===== config.mk =====
export PLATFORM = sky130hd
export DESIGN_NAME = lsu_subword_ctrl
export DESIGN_NICKNAME = d
export VERILOG_FILES = /design/src/rtl/lsu_subword_ctrl.sv
export SDC_FILE = /design/constraint.sdc
export NUM_CORES = 1
export LEC_CHECK = 0
export CAP_MARGIN = 40
export CORE_ASPECT_RATIO = 0.9
export CORE_MARGIN = 5
export CORE_UTILIZATION = 46
export CTS_CLUSTER_SIZE = 10
export DETAILED_ROUTE_END_ITERATION = 16
export PLACE_DENSITY = 0.88
export SLEW_MARGIN = 40
export SYNTH_ARGS = -nofsm -noshare
export SYNTH_HDL_FRONTEND = slang
export SYNTH_SLANG_ARGS = --single-unit

===== constraint.sdc =====
create_clock -name clk -period 2.1 [get_ports clk]
set_clock_uncertainty 0.05 [all_clocks]
set_input_delay 0.315 -clock clk [delete_from_list [all_inputs] [get_ports clk]]
set_output_delay 0.315 -clock clk [all_outputs]
set_load 0.005 [all_outputs]

===== src/rtl/lsu_subword_ctrl.sv =====
// Load/store unit sub-word controller for an RV32I MEM stage.
// Word loads and stores go straight to a word-wide data memory. Byte and
// halfword stores are done as read-modify-write: the IDLE cycle reads the
// old word and merges the new lane into it, and the MERGE_WR cycle writes
// the merged word back. Misaligned, illegal and out-of-range accesses
// raise a one-cycle fault pulse instead of touching memory.
module lsu_subword_ctrl #(
    parameter int DM_DEPTH = 1024
) (
    input  logic        clk,
    input  logic        rst,
    input  logic        mem_req,
    input  logic        mem_we,
    input  logic [2:0]  funct3,
    input  logic [31:0] addr,
    input  logic [31:0] wdata,
    output logic        stall,
    output logic [31:0] rdata,
    output logic        rdata_valid,
    output logic        fault,
    output logic [31:0] A,
    output logic        WE_dm,
    output logic [31:0] WD_dm,
    input  logic [31:0] RD_dm
);

    localparam logic [31:0] DEPTH_WORDS = 32'(DM_DEPTH);

    typedef enum logic {
        IDLE     = 1'b0,
        MERGE_WR = 1'b1
    } state_t;

    state_t      state;
    logic [31:0] merge_word;
    logic [31:0] merge_addr;
    logic        drop_pending;

    logic [31:0] word_idx;
    logic        funct_ok;
    logic        misaligned;
    logic        out_of_range;
    logic        bad_access;
    logic        accept;
    logic        do_load;
    logic        do_sw;
    logic        do_sub;
    logic        do_fault;
    logic        in_merge;
    logic [7:0]  lane_byte;
    logic [15:0] lane_half;
    logic [31:0] load_val;
    logic [31:0] merged;

    // Classify the request presented this cycle; only IDLE cycles that are
    // not swallowing the replayed store after a merge accept anything.
    always_comb begin
        word_idx = {2'b00, addr[31:2]};
        if (mem_we) begin
            funct_ok = (funct3 == 3'd0) || (funct3 == 3'd1) || (funct3 == 3'd2);
        end else begin
            funct_ok = (funct3 != 3'd3) && (funct3 != 3'd6) && (funct3 != 3'd7);
        end
        case (funct3[1:0])
            2'b01:   misaligned = addr[0];
            2'b10:   misaligned = (addr[1:0] != 2'b00);
            default: misaligned = 1'b0;
        endcase
        out_of_range = (word_idx >= DEPTH_WORDS);
        bad_access   = !funct_ok || misaligned || out_of_range;
        accept       = rst && (state == IDLE) && mem_req && !drop_pending;
        do_load      = accept && !bad_access && !mem_we;
        do_sw        = accept && !bad_access && mem_we && (funct3 == 3'd2);
        do_sub       = accept && !bad_access && mem_we && (funct3 != 3'd2);
        do_fault     = accept && bad_access;
    end

    // Extract and extend the load lane, and build the merged store word.
    always_comb begin
        case (addr[1:0])
            2'b00:   lane_byte = RD_dm[7:0];
            2'b01:   lane_byte = RD_dm[15:8];
            2'b10:   lane_byte = RD_dm[23:16];
            default: lane_byte = RD_dm[31:24];
        endcase
        lane_half = addr[1] ? RD_dm[31:16] : RD_dm[15:0];
        case (funct3)
            3'd0:    load_val = {{24{lane_byte[7]}}, lane_byte};
            3'd1:    load_val = {{16{lane_half[15]}}, lane_half};
            3'd2:    load_val = RD_dm;
            3'd4:    load_val = {24'd0, lane_byte};
            3'd5:    load_val = {16'd0, lane_half};
            default: load_val = 32'd0;
        endcase
        merged = RD_dm;
        if (funct3[1:0] == 2'b00) begin
            case (addr[1:0])
                2'b00:   merged[7:0]   = wdata[7:0];
                2'b01:   merged[15:8]  = wdata[7:0];
                2'b10:   merged[23:16] = wdata[7:0];
                default: merged[31:24] = wdata[7:0];
            endcase
        end else if (addr[1]) begin
            merged[31:16] = wdata[15:0];
        end else begin
            merged[15:0] = wdata[15:0];
        end
    end

    // Memory-side outputs: the merge cycle replays the registered word,
    // otherwise a word store goes straight through.
    always_comb begin
        in_merge = rst && (state == MERGE_WR);
        stall    = do_sub;
        WE_dm    = in_merge || do_sw;
        A        = in_merge ? merge_addr : word_idx;
        WD_dm    = in_merge ? merge_word : wdata;
    end

    // State machine plus the registered load result and fault pulse.
    always_ff @(posedge clk or negedge rst) begin
        if (!rst) begin
            state        <= IDLE;
            merge_word   <= 32'd0;
            merge_addr   <= 32'd0;
            drop_pending <= 1'b0;
            rdata        <= 32'd0;
            rdata_valid  <= 1'b0;
            fault        <= 1'b0;
        end else begin
            rdata_valid <= do_load;
            fault       <= do_fault;
            if (do_load) begin
                rdata <= load_val;
            end else if (do_fault) begin
                rdata <= 32'd0;
            end
            case (state)
                IDLE: begin
                    drop_pending <= 1'b0;
                    if (do_sub) begin
                        merge_word <= merged;
                        merge_addr <= word_idx;
                        state      <= MERGE_WR;
                    end
                end
                default: begin
                    drop_pending <= 1'b1;
                    state        <= IDLE;
                end
            endcase
        end
    end

endmodule


==> results of run 1 <==
[cells by family (layout without fill, tap and decap cells)]
| family | Yosys count | count (layout) | synth area share [%] |
|---|---|---|---|
| AO/OA/AOI/OAI | 154 | 154 | 19.13 |
| adder cells (fa/ha/maj) | 4 | 4 | 0.8826 |
| buffers and inverters | 58 | 356 | 5.406 |
| flip-flops | 98 | 98 | 43.25 |
| multiplexers | 104 | 104 | 21.14 |
| other | 1 | 3 | 0.06613 |
| AND/OR/NAND/NOR | 119 | 119 | 10.13 |
[power by group through the flow]
| stage | Sequential, mW | Combinational, mW | Clock [mW] |
|---|---|---|---|
| floorplan | 1.92 | 0.314 | 0 |
| global placement | 1.92 | 0.843 | 0 |
| detailed placement | 1.92 | 0.872 | 0 |
| CTS | 1.89 | 0.856 | 1.55 |
| global route | 1.89 | 1.03 | 1.71 |
| finish | 1.89 | 1.00 | 1.66 |
[final cells by class]
class | instances | share of cell area [%]
multi-input cells | 383 | 36.15
repair buffers | 327 | 34.29
flip-flops and latches | 98 | 24.36
clock buffers | 10 | 2.273
well taps | 160 | 1.988
inverters | 13 | 0.4845
clock inverters | 6 | 0.4348
diodes | 1 | 0.02484
[flip-flops by register name, indices dropped and copies added, names as in the netlist]
name,cells
state,1
drop_pending,1
rdata_valid,1
fault,1
rdata,32
merge_word,32
merge_addr,30
[cells in the final DEF, fill, tap and decap left out, drive strengths merged, types with 8 or more instances in the layout]
cell type / Yosys / final
o21ai: 51 / 51
mux2: 86 / 86
a221o: 8 / 8
a21oi: 10 / 10
nand2: 65 / 65
inv: 13 / 13
clkdlybuf4s50: 0 / 112
clkbuf: 22 / 57
a22oi: 21 / 21
and2: 21 / 21
dlygate4sd2: 0 / 19
a22o: 33 / 33
buf: 23 / 144
mux2i: 17 / 17
dfrtp: 98 / 98
a31oi: 17 / 17
[routing by layer]
metal | vias to the layer above | wire [um] | GRT usage [%]
li1 | 2582 | - | -
met1 | 3300 | 10520 | 41.54
met2 | 774 | 14090 | 58.85
met3 | 329 | 4118 | 8.918
met4 | 0 | 3284 | 20.51
met5 | - | 0 | 0
[repair_timing]
item                       4_1_cts  5_1_grt
cloned                          17       10
setup endpoints to repair      158      159
gates resized for setup        283      232
hold buffers                     1        0
buffers inserted                32       22
hold endpoints to repair         4        0
pin swaps                       51       70
[path summary, 6_finish.rpt]
path | to | slack [ps]
max | merge_word[28]$_DFFE_PN0P_ | -480
min | merge_word[13]$_DFFE_PN0P_ | 100
max reg2reg | merge_word[28]$_DFFE_PN0P_ | -390
min reg2reg | rdata[4]$_DFFE_PN0P_ | 460
max in group asynchronous | merge_addr[8]$_DFFE_PN0P_ | 710
min in group clk | rdata[4]$_DFFE_PN0P_ | 460
[stage by stage]
stage	power, mW	instance area, um2
2_1_floorplan	2.239	5674
3_3_place_gp	2.767	8144
3_5_place_dp	2.796	8144
4_1_cts	4.298	9363
5_1_grt	4.623	10070
6_report	4.550	10070
[critical path, cell delays in order]
cell                            delay, ps
sky130_fd_sc_hd__dlygate4sd2_1        270
sky130_fd_sc_hd__nor4_2               390
sky130_fd_sc_hd__nand4_1              260
sky130_fd_sc_hd__buf_4                230
sky130_fd_sc_hd__or4_4                670
sky130_fd_sc_hd__buf_12               220
sky130_fd_sc_hd__clkbuf_16            180
sky130_fd_sc_hd__o21ai_2              230
==> run_results.csv, run 1 <==
group,metric,value,unit
die,initial_utilization,46.95,%
setup_path,worst_ep_required_time,2310,ps
clocking,htree_num_levels,3,
route,drt-initial-drc-count,1128,
power,p_int,3.182,mW
setup_path,end_kind,"flip-flop",
route,route.antenna.remaining_nets,0,
power,comb_power_share,22.1,%
die,std_cell_rows,38,
timing,final.period_utilization,122.6,%
yosys,synth_area,0.005670,mm2
finish,filler_cell_count,566,
die,fp.dieArea,0.01465,mm2
grt,groute.usage.overall,35.26,%
power,switching_power_summed_over_all_nets,1.369,mW
finish,drive_above_1_share,48.15,%
yosys,ys_top_cells_by_area,"sky130_fd_sc_hd__dfrtp_1 43%, sky130_fd_sc_hd__mux2_2 15%, sky130_fd_sc_hd__a22o_1 5.1%, sky130_fd_sc_hd__nand2_1 4.2%, sky130_fd_sc_hd__mux2i_1 3.0%",
route,postRouteWirelength,32010,um
min_path,path_category_of_the_worst_min_delay_check,"primary input to async pin",
grt,grt_max_degree,57,
timing,worst_slew_pin_slew,774.2,ps
setup_path,setup.worst_path.start_class,"primary input",
timing,fin_hold_ws,103.7,ps
clocking,path_clk_slew,90,ps
yosys,yosys.area.top_type_share,43.25,%
grt,first_global_vias,6710,
setup_path,regToRegStartpoint,"state$_DFF_PN0_",
clocking,clk_latency,350,ps
clocking,cts_made_buffers,9,
setup_path,worst_ep_arrival_time,2780,ps
grt,grt_pass1_wl,39550,um
clocking,clock_tree_from_tritoncts,"yes",
run_status,violations,"negative setup slack",
timing,grt_setup_unrepaired,"yes",
placed_design,placement.setup.worst_slack,-941.7,ps
placed_design,globalplace.congestion,0.9497,
die,io-pin-count,203,
finish,synthToLayoutAreaGrowth,77.63,%
yosys,synth.lib_cells_used.distinct,45,
power,seq_power_share,41.5,%
route,avgRoutedWirePerCell,32.07,um
timing,slew-limit-headroom,48.39,%
clocking,max-clock-path-buffers,2,
setup_path,critical_path.startpoint,"addr[31]",
die,dieWidth,127.0,um
placed_design,numPlacedInstances,914,
yosys,synth_area_per_cell,10.54,um2
yosys,yosysWarningCount,0,
die,fp.dieH,115.3,um
yosys,ys_dominant_reg_cell,"sky130_fd_sc_hd__dfrtp_1",
timing,max_clock_freq,388.3,MHz
finish,sequential_cell_area,0.002454,mm2
finish,multi_input_area,0.003641,mm2
yosys,synth-edff-count,0,
setup_path,ff2ff_path_depth,8,
clocking,clock-sinks,98,
placed_design,hpwl,15010,um
finish,finish.net_count,939,
yosys,synth-async-reset-ratio,100.0,%
yosys,synth_largest_area_cell,"sky130_fd_sc_hd__dfrtp_1",
timing,worst_slack,-475.4,ps
setup_path,largest_driver_fanout_on_the_critical_path,8,
power,cellPowerDensity,451.8,mW/mm2
yosys,synth_seq_cells,98,
power,p_leak,4.842,nW
grt,antenna_found_initial,1,
power,switching_share,30.08,%
timing,timing_hold_violations_final,0,
timing,totalNegativeSetupSlack,-26760,ps
power,worst_ir_drop_vdd,0.0003982,V
yosys,yosysMostFrequentCell,"sky130_fd_sc_hd__dfrtp_1",
clocking,cts.root.buffer_cell,"sky130_fd_sc_hd__clkbuf_16",
setup_path,worst-setup-path-type,"primary input to flip-flop",
route,num_vias,6985,
timing,fin_crit,2575,ps
route,routed_via_density,6.999,
timing,report.final.setup_viol,148,
timing,slew_viol_final,0,
power,power_frac_clock,36.5,%
job,max_cap_viol_count,0,
route,iteration_count_of_the_initial_detailed_routing_pass,7,
yosys,sequential_to_total_area_share_from_yosys_stat,43.25,%
grt,grt_overflow_total,0,
finish,fin_util,83.40,%
finish,instances_no_fill,998,
die,core,0.01208,mm2
route,drc,0,
run_status,outcome,"finished with violations",
placed_design,place.port_buffers,200,
yosys,netlist_instances,538,
yosys,netlist_top_cells_count,"98 x sky130_fd_sc_hd__dfrtp_1, 76 x sky130_fd_sc_hd__mux2_2, 64 x sky130_fd_sc_hd__nand2_1",
(Power assumes the default switching activity.)
==> run 2, diff against run 1 <==
MAX_ROUTING_LAYER = met4   (was default)
PLACE_DENSITY = 0.78   (was 0.88)
==> run_results.csv, run 2 (synthesized netlist as in run 1, its figures left out) <==
group,metric,value,unit
run_status,outcome,"finished with violations",
run_status,violations,"negative setup slack",
finish,multi_input_area,0.003213,mm2
die,initial_utilization,46.95,%
grt,grt_overflow_total,0,
setup_path,cpMaxStageDelayCell,"sky130_fd_sc_hd__or4_4",
clocking,path_clk_slew,70,ps
power,cellPowerDensity,487.9,mW/mm2
clocking,clock_tree_from_tritoncts,"yes",
finish,antenna_cells_inserted,0,
setup_path,largest_driver_fanout_on_the_critical_path,10,
clocking,clock-sinks,98,
finish,reg_top3,"merge_word: 32 flops, rdata: 32 flops, merge_addr: 30 flops",
die,io-pin-count,203,
clocking,cts_made_buffers,9,
finish,most-common-layout-cells,"111 x sky130_fd_sc_hd__clkdlybuf4s50_1, 98 x sky130_fd_sc_hd__dfrtp_1, 59 x sky130_fd_sc_hd__mux2_2, 59 x sky130_fd_sc_hd__buf_4, 47 x sky130_fd_sc_hd__nand2_1",
setup_path,crit_path_cell_trace,"buf_6 > nor4bb_4 > nand4_1 > or4_4 > buf_16 > clkbuf_16 > nand2_1 > o21ai_1",
finish,finish.net_count,913,
grt,first_global_vias,5842,
grt,groute.usage.overall,28.76,%
grt,grt_max_degree,65,
route,num_vias,5736,
route,postRouteWirelength,21770,um
clocking,max-clock-path-buffers,2,
clocking,clk_latency,350,ps
die,dieWidth,127.0,um
die,fp.dieH,115.3,um
timing,max_clock_freq,432.9,MHz
min_path,path_category_of_the_worst_min_delay_check,"primary input to async pin",
grt,antenna_found_initial,0,
finish,sequential_cell_area,0.002452,mm2
timing,fin_crit,2310,ps
setup_path,worst_ep_required_time,2290,ps
die,std_cell_rows,38,
timing,report.final.setup_viol,68,
timing,final.period_utilization,110.0,%
grt,grt_pass1_wl,32010,um
route,drt-initial-drc-count,615,
placed_design,globalplace.congestion,0.9607,
timing,slew_viol_final,0,
timing,worst_slack,-210.1,ps
route,routed_via_density,5.907,
finish,fin_util,76.11,%
setup_path,end_kind,"flip-flop",
finish,drive_above_1_share,39.95,%
die,fp.dieArea,0.01465,mm2
route,drc,0,
setup_path,setup.worst_path.start_class,"flip-flop",
placed_design,hpwl,14530,um
clocking,cts.root.buffer_cell,"sky130_fd_sc_hd__clkbuf_16",
finish,synthToLayoutAreaGrowth,62.09,%
setup_path,cp_num_buf_inv,3,
timing,grt_setup_unrepaired,"yes",
finish,layout_commonest_cell,"sky130_fd_sc_hd__clkdlybuf4s50_1",
setup_path,cp_slowest_stage_delay,530,ps
timing,timing_hold_violations_final,0,
die,core,0.01208,mm2
timing,worst_slew_pin_slew,603.0,ps
setup_path,worst-setup-path-type,"flip-flop to flip-flop",
finish,filler_cell_count,794,
power,p_leak,4.348,nW
clocking,htree_num_levels,3,
setup_path,worst_ep_arrival_time,2500,ps
route,iteration_count_of_the_initial_detailed_routing_pass,5,
route,avgRoutedWirePerCell,22.42,um
job,max_cap_viol_count,0,
timing,slew-limit-headroom,59.65,%
placed_design,place.port_buffers,200,
power,worst_ir_drop_vdd,0.0004524,V
setup_path,worst_path_dominant_cell_family,"simple AND/OR/NAND/NOR gates",
timing,fin_hold_ws,24.77,ps
route,route.antenna.remaining_nets,0,
==> run 2: layer usage <==
metal  vias to the layer above  wire length, um  track usage [%]  share of wire (%)
met1                      2817             8850            36.29                 41
met5                         -                0                -                  0
met4                         0              616            9.578                2.8
li1                       2519                -                -                  -
met3                        64             1504            5.156                6.9
met2                       336            10800            47.18                 50
==> run 2: through the flow <==
stage | setup TNS [ps] | area (um2) | setup WS (ps) | std cells | power, mW
after detailed placement | -66430 | 8219 | -970.9 | 919 | 2.791
after global routing | -14310 | 9191 | -264.7 | 971 | 4.642
final | -10260 | 9191 | -210.1 | 971 | 4.485
after CTS | -4595 | 8967 | -143.5 | 970 | 4.435
after global placement | -67350 | 8219 | -1018 | 919 | 2.777
after floorplan | 0 | 5674 | 52.69 | 539 | 2.239
==> run 2: power breakdown <==
group          switching, mW  total, mW  leakage [nW]  internal [mW]
clock                  0.765       1.70         0.142          0.933
sequential          0.000267       1.89          1.37           1.89
combinational          0.431      0.900          2.84          0.469
total                   1.20       4.48          4.35           3.29
==> run 2: worst paths after layout <==
| path | startpoint | endpoint | slack, ps | cells past startpoint |
|---|---|---|---|---|
| max | state$_DFF_PN0_ | merge_word[13]$_DFFE_PN0P_ | -210 | 8 |
| min | rst | merge_word[12]$_DFFE_PN0P_ | 20 | 2 |
| max reg2reg | state$_DFF_PN0_ | merge_word[13]$_DFFE_PN0P_ | -210 | 8 |
| min reg2reg | merge_word[15]$_DFFE_PN0P_ | merge_word[15]$_DFFE_PN0P_ | 440 | 2 |
| max in group asynchronous | rst | merge_addr[14]$_DFFE_PN0P_ | 1070 | 3 |
| min in group clk | merge_word[15]$_DFFE_PN0P_ | merge_word[15]$_DFFE_PN0P_ | 440 | 2 |
==> run 2: what timing repair did <==
item	CTS	global route
endpoints found under the hold margin	8	0
resized for setup	250	138
gates cloned	9	3
pin swaps	14	21
setup buffers	25	5
setup endpoints to repair	158	135
hold buffers	1	0
==> run 2: area by class of cell <==
| type | instances | share of cell area, % |
|---|---|---|
| Tap cell | 160 | 2.178 |
| Multi-Input combinational cell | 383 | 34.96 |
| Timing Repair Buffer | 301 | 32.37 |
| Inverter | 13 | 0.5309 |
| Sequential cell | 98 | 26.68 |
| Clock inverter | 7 | 0.8304 |
| Clock buffer | 9 | 2.450 |
